## config.mk

```make
export PLATFORM = sky130hd
export DESIGN_NAME = ula_sequenciador
export DESIGN_NICKNAME = d
export VERILOG_FILES = /design/src/rtl/ula_sequenciador.sv
export SDC_FILE = /design/constraint.sdc
export NUM_CORES = 1
export LEC_CHECK = 0
export CELL_PAD_IN_SITES_DETAIL_PLACEMENT = 0
export CELL_PAD_IN_SITES_GLOBAL_PLACEMENT = 2
export CORE_MARGIN = 4
export CORE_UTILIZATION = 24
export CTS_CLUSTER_SIZE = 25
export DETAILED_ROUTE_END_ITERATION = 10
export PLACE_DENSITY = 0.87
export SLEW_MARGIN = 30
export SYNTH_ARGS = -nofsm -noshare
export SYNTH_HDL_FRONTEND = slang
export SYNTH_SLANG_ARGS = --single-unit
```

## constraint.sdc

```tcl
create_clock -name clk -period 1.4 [get_ports clk]
set_input_delay 0.14 -clock clk [delete_from_list [all_inputs] [get_ports clk]]
set_output_delay 0.14 -clock clk [all_outputs]
set_load 0.03 [all_outputs]
```

## src/rtl/ula_sequenciador.sv

```systemverilog
// Operand sequencer and result register for the 8-bit ALU: collects A, B and F
// from switches on load presses, captures the ALU result and counts operations.
//
// state   | meaning
// WAIT_A  | waiting for load press to capture operand A
// WAIT_B  | waiting for load press to capture operand B
// WAIT_OP | waiting for load press to capture operation code F
// EXEC    | single cycle while the ALU settles on the new A/B/F
// SHOW    | result/flag held for display; next load restarts with A
module ula_sequenciador #(
  parameter int N_BITS   = 8,
  parameter int CNT_BITS = 4
) (
  input  logic                clk,
  input  logic                reset,
  input  logic                clear,
  input  logic                load,
  input  logic [N_BITS-1:0]   data_in,
  input  logic [1:0]          op_in,
  input  logic [N_BITS-1:0]   alu_saida,
  input  logic                alu_flag,
  output logic [N_BITS-1:0]   A,
  output logic [N_BITS-1:0]   B,
  output logic [1:0]          F,
  output logic [N_BITS-1:0]   result,
  output logic                flag,
  output logic                result_valid,
  output logic [2:0]          state,
  output logic [CNT_BITS-1:0] op_count
);

  typedef enum logic [2:0] {
    WAIT_A  = 3'b000,
    WAIT_B  = 3'b001,
    WAIT_OP = 3'b010,
    EXEC    = 3'b011,
    SHOW    = 3'b100
  } state_t;

  state_t              state_q, state_d;
  logic [N_BITS-1:0]   a_q, a_d;
  logic [N_BITS-1:0]   b_q, b_d;
  logic [1:0]          f_q, f_d;
  logic [N_BITS-1:0]   result_q, result_d;
  logic                flag_q, flag_d;
  logic                valid_q, valid_d;
  logic [CNT_BITS-1:0] count_q, count_d;
  logic                load_q, load_d;
  logic                load_ev;

  assign load_ev = load & ~load_q;

  always_comb begin
    state_d  = state_q;
    a_d      = a_q;
    b_d      = b_q;
    f_d      = f_q;
    result_d = result_q;
    flag_d   = flag_q;
    valid_d  = valid_q;
    count_d  = count_q;
    load_d   = load;

    case (state_q)
      WAIT_A: if (load_ev) begin
        a_d     = data_in;
        state_d = WAIT_B;
      end
      WAIT_B: if (load_ev) begin
        b_d     = data_in;
        state_d = WAIT_OP;
      end
      WAIT_OP: if (load_ev) begin
        f_d     = op_in;
        state_d = EXEC;
      end
      EXEC: begin
        result_d = alu_saida;
        flag_d   = alu_flag;
        valid_d  = 1'b1;
        count_d  = count_q + CNT_BITS'(1);
        state_d  = SHOW;
      end
      SHOW: if (load_ev) begin
        a_d     = data_in;
        valid_d = 1'b0;
        state_d = WAIT_B;
      end
      default: state_d = WAIT_A;
    endcase

    // Soft clear overrides any capture this cycle but keeps the operation count.
    if (clear) begin
      state_d  = WAIT_A;
      a_d      = '0;
      b_d      = '0;
      f_d      = '0;
      result_d = '0;
      flag_d   = 1'b0;
      valid_d  = 1'b0;
      count_d  = count_q;
      load_d   = 1'b0;
    end
  end

  always_ff @(posedge clk) begin
    if (reset) begin
      state_q  <= WAIT_A;
      a_q      <= '0;
      b_q      <= '0;
      f_q      <= '0;
      result_q <= '0;
      flag_q   <= 1'b0;
      valid_q  <= 1'b0;
      count_q  <= '0;
      load_q   <= 1'b0;
    end else begin
      state_q  <= state_d;
      a_q      <= a_d;
      b_q      <= b_d;
      f_q      <= f_d;
      result_q <= result_d;
      flag_q   <= flag_d;
      valid_q  <= valid_d;
      count_q  <= count_d;
      load_q   <= load_d;
    end
  end

  assign A            = a_q;
  assign B            = b_q;
  assign F            = f_q;
  assign result       = result_q;
  assign flag         = flag_q;
  assign result_valid = valid_q;
  assign state        = state_q;
  assign op_count     = count_q;

endmodule

```

======== Word-level counts from Yosys, hierarchy flattened ========
Cells that the tools add are included.
storage, ports and cells
  register bits after elaboration ......... 36
  input port bits ......................... 23
  output and inout port bits .............. 35
  logic and storage cells ................. 37
operators by class
  $add $sub $neg .......................... 1
  equal/unequal tests ..................... 8
  multiplexer cells ....................... 6
  bitwise logic cells ..................... 3
  reduce and logical (&&, ||, !) cells .... 10
operators by type and width
  cell                 count
  $pmux 3 s4           1
  $reduce_and 2->1     5
  $mux 3               3
  $eq 3x2->1 const B   2
  $ne 2x2->1 const B   3
  $add 4x1->4 const B  1
  $reduce_or 2->1      2
  $eq 3x1->1 const B   1
  $eq 3x3->1 const B   1
  $logic_not 3->1      1
  $reduce_and 3->1     1
  $ne 2x1->1 const B   1
  $not 1->1            2
  $pmux 1 s2           1
  $reduce_bool 2->1    1
  $and 1x1->1          1
  $mux 1               1

======== Longest topological paths before layout ========
  depth after elaboration ................. 4
  mapped depth ............................ 5
  mapped depth without buffers ............ 3

======== Worst setup path after synthesis ========
OpenSTA, ideal clock, no wires.
  path kind ............................... reg2reg
  from .................................... register state_q[1] (netlist: state[1])
  to ...................................... register count_q[3] (netlist: op_count[3])
  arrival time ............................ 1.373 ns
  path slack .............................. -0.043 ns
  cell stages (with the launch flop) ...... 5
  path buffers ............................ 1
  cells stage by stage .................... dfxtp_1 > buf_6 > nand3b_4 > or4_1 > a21oi_1
between the ends
  cells in the longest elaborated chain, start to end .. 2
ends and longest elaborated chain
  what                        RTL line  RTL
  start, declared             40        state_t state_q, state_d;
  start signal, assigned      118       state_q <= state_d;
  $eq 3x2->1                  64        case (state_q)
  $reduce_and 2->1 (no line)  n/a
  end signal, assigned        125       count_q <= count_d;
  end, declared               47        logic [CNT_BITS-1:0] count_q, count_d;
Every way passes these cells.
A chain may end at the register's enable or synchronous reset.

======== Worst setup path in the final report ========
  from .................................... register state_q[0] (netlist: state[0])
  to ...................................... register a_q[3] (netlist: A[3])
between the ends
  cells in the longest elaborated chain, start to end .. 3
ends and longest elaborated chain
  what                                                  RTL line  RTL
  $eq 3x3->1 / $logic_not 3->1 (equally long branches)  64
  $reduce_or 2->1 (no line) (*)                         n/a
  $reduce_and 2->1 (no line) (*)                        n/a
  end signal, assigned                                  109       a_q <= '0;
  end signal, assigned                                  119       a_q <= a_d;
  end, declared                                         41        logic [N_BITS-1:0] a_q, a_d;
Mark *: on every way between the ends. The rest lies on a longest branch, timed or not.

==> results.py <==
metrics = {
    "timing": {
        "rsz0062_at_grt": "false",
        "hold_violations": 0,
        "tightestPinTransition_ns": 0.338,
        "maxSlewHeadroom_pct": 77.4,
        "setup_viol_count_final": 0,
        "finalCriticalPeriod_ns": 1.27,
        "whs_ns": 0.423,
        "final_max_slew_viol_count": 0,
        "timing.fmax_mhz": 786,
        "timing.final.crit_share_pct": 90.9,
        "finalClockSkew_ns": 0.00383,
        "setup_ws_ns": 0.128,
    },
    "setup_path": {
        "crit_path_end_kind": "register",
        "startpoint_type": "register",
        "critical_path_class": "reg2reg",
        "worstPathMaxFanout": 8,
        "r2r_end": "A[3]$_SDFFE_PP0P_",
        "crit_start": "state[0]$_SDFFE_PP0P_",
        "worstRegToRegCells": 4,
        "crit_required_ns": 1.58,
        "reg2reg_from": "state[0]$_SDFFE_PP0P_",
        "r2r_slack_ns": 0.13,
        "cp.arrival_ns": 1.46,
        "endpoint": "A[3]$_SDFFE_PP0P_",
    },
    "cells_and_area": {
        "syn2layout_area_growth_pct": 56.2,
        "utilization_pct": 38.8,
        "nNetsFinal": 261,
        "drive_above_1_share_pct": 15.1,
        "layoutNonFillerInstCount": 313,
        "antennaDiodeCount": 0,
    },
    "route": {
        "drc": 0,
        "wl_per_cell_um": 13.1,
        "dr_total_vias": 1418,
        "via_per_inst": 4.53,
        "drt.antenna.violating_nets": 0,
        "drt_iter0_drc": 51,
        "wirelength_um": 4090,
        "drtPass1Iterations": 4,
    },
    "clocking": {
        "hold_buffers": 0,
        "numCtsBuffers": 5,
        "cts_tree": "done",
        "cts_setup_buffers": 0,
        "cts.clk_slew.worst_paths_ns": 0.08,
        "cts_root_buf": "clkbuf_8",
        "cts_resized": 33,
        "clockBufferDepth": 2,
        "cts.sinks": 36,
        "h-tree-depth": 2,
        "insertion_delay_ns": 0.29,
    },
    "yosys": {
        "syn-cell-area_sq_um": 1470,
        "synth.avg_cell_area_sq_um": 8.81,
        "synth_ff_type": "dfxtp_1",
        "synth_warnings": 0,
        "synthArstFlopShare_pct": 0,
        "synth_fp_nets": 191,
        "synth_edf_count": 0,
        "ys_ff_latch": 36,
        "synth_cells": 167,
        "yosysSeqAreaShare_pct": 49.0,
        "synthDistinctLibCells": 31,
    },
    "placement": {
        "port_buffers": 57,
        "dpl.cell_count": 305,
        "hpwl_um": 2920,
        "routabilityCongestion": 0.711,
        "dpl_worst_slack_ns": -0.108,
    },
    "floorplan": {
        "start_util_pct": 24.9,
        "dieArea_sq_um": 7450,
        "die_h_um": 86.3,
        "core-area_sq_um": 5920,
        "rows": 28,
        "die_w_um": 86.3,
        "io_pins": 58,
    },
    "worst_hold_path": {
        "hold_depth": 3,
        "holdCritPathClass": "in2reg",
    },
    "global_routing": {
        "grt_pass1_wl_um": 6910,
        "grt_pass1_vias": 1453,
        "grt.total_usage_pct": 11.8,
        "antenna_found_initial": 0,
        "grt_max_degree": 25,
        "grt_remaining_overflow": 0,
    },
    "power_and_ir_drop": {
        "powerDensity_nw_per_um2": 963,
        "max-vdd-ir-drop_mv": 0.492,
        "power_w": 0.00221,
        "leakagePower_nw": 0.979,
    },
    "run_status": {
        "status": "finished clean",
    },
    "job": {
        "drv_cap": 0,
    },
}
how the worst min path moves through the flow:
stage,start,end,slack [ns]
after CTS,op_in[0],F[0]$_SDFFE_PP0P_,0.41
after global placement,result[6]$_SDFFE_PP0N_,result[6]$_SDFFE_PP0N_,0.44
final,op_in[0],F[0]$_SDFFE_PP0P_,0.42
after detailed placement,result[0]$_SDFFE_PP0N_,result[0]$_SDFFE_PP0N_,0.45
after global routing,alu_saida[2],result[2]$_SDFFE_PP0N_,0.42
after floorplan,reset,op_count[1]$_SDFFE_PP0P_,0.21
cell usage after synthesis (all sizes together), types with 2 or more instances:
cell | number | area share (%)
dfxtp | 36 | 49
nor2 | 4 | 1.0
nand3 | 13 | 4.4
nor4b | 2 | 2.2
nand2 | 26 | 6.6
nor3 | 2 | 0.68
inv | 2 | 0.51
a21oi | 32 | 11
buf | 7 | 3.4
o31ai | 3 | 1.5
and4bb | 2 | 1.7
nand3b | 9 | 5.4
o21ai | 9 | 3.1
clkbuf | 5 | 1.3
nand2b | 3 | 1.3
state kept, by name, summed over array words and instances (netlist names):
signal / cells
state: 3
F: 2
op_count: 4
result_valid: 1
flag: 1
A: 8
B: 8
result: 8
load_q: 1
critical path, cell delays in order (launching register included):
cell and delay, ns:
dfxtp_2 0.36, or4b_1 0.50, buf_4 0.18, nand2_1 0.06, a21oi_1 0.06
report_power, final:
part	switching (W)	total (W)	internal, W
Combinational	0.000118	0.000247	0.000128
Sequential	0.0000112	0.00105	0.00104
Clock	0.000390	0.000918	0.000527
cell families (layout without fill, tap and decap cells):
logic type	Yosys count	count (layout)	share of synthesized area, %
compound gates	47	47	17.3
xor+xnor	1	1	0.595
fa+ha+maj	1	1	0.850
buf+inv	14	85	5.19
flops	36	36	49.0
simple gates	68	68	27.1
per-stage QoR:
step | instance area [sq um] | setup TNS, ns
global route | 2300 | 0
detailed placement | 2220 | -1.03
finish | 2300 | 0
CTS | 2290 | 0
global placement | 2220 | -0.622
floorplan | 1470 | 0
cell type report:
| type | instances | area [sq um] |
|---|---|---|
| Inverter | 2 | 7.51 |
| Tap cell | 75 | 93.8 |
| Clock buffer | 5 | 68.8 |
| Fill cell | 649 | 3620 |
| Clock inverter | 3 | 42.5 |
| Timing Repair Buffer | 75 | 688 |
| Sequential cell | 36 | 723 |
| Multi-Input combinational cell | 117 | 674 |
cell usage in the layout (no fill, tap or decap), drive strengths merged, types with 3 or more instances in the layout:
cell type / instances
clkdlybuf4s50: 22
nand2: 26
nand3: 13
buf: 20
dfxtp: 36
a21oi: 32
nand2b: 3
nand3b: 9
o21ai: 9
o31ai: 3
dlygate4sd2: 33
nor2: 4
clkbuf: 5
per-layer routing:
layer	share of wire (%)	wire (um)	GRT usage [%]	vias up
met1	45	1850	14.8	645
met3	8.2	334	5.04	5
met4	1.0	42	2.97	0
met5	0	0	0	-
li1	-	-	-	726
met2	45	1860	18.9	42
Power figures use the tool's default switching activity.
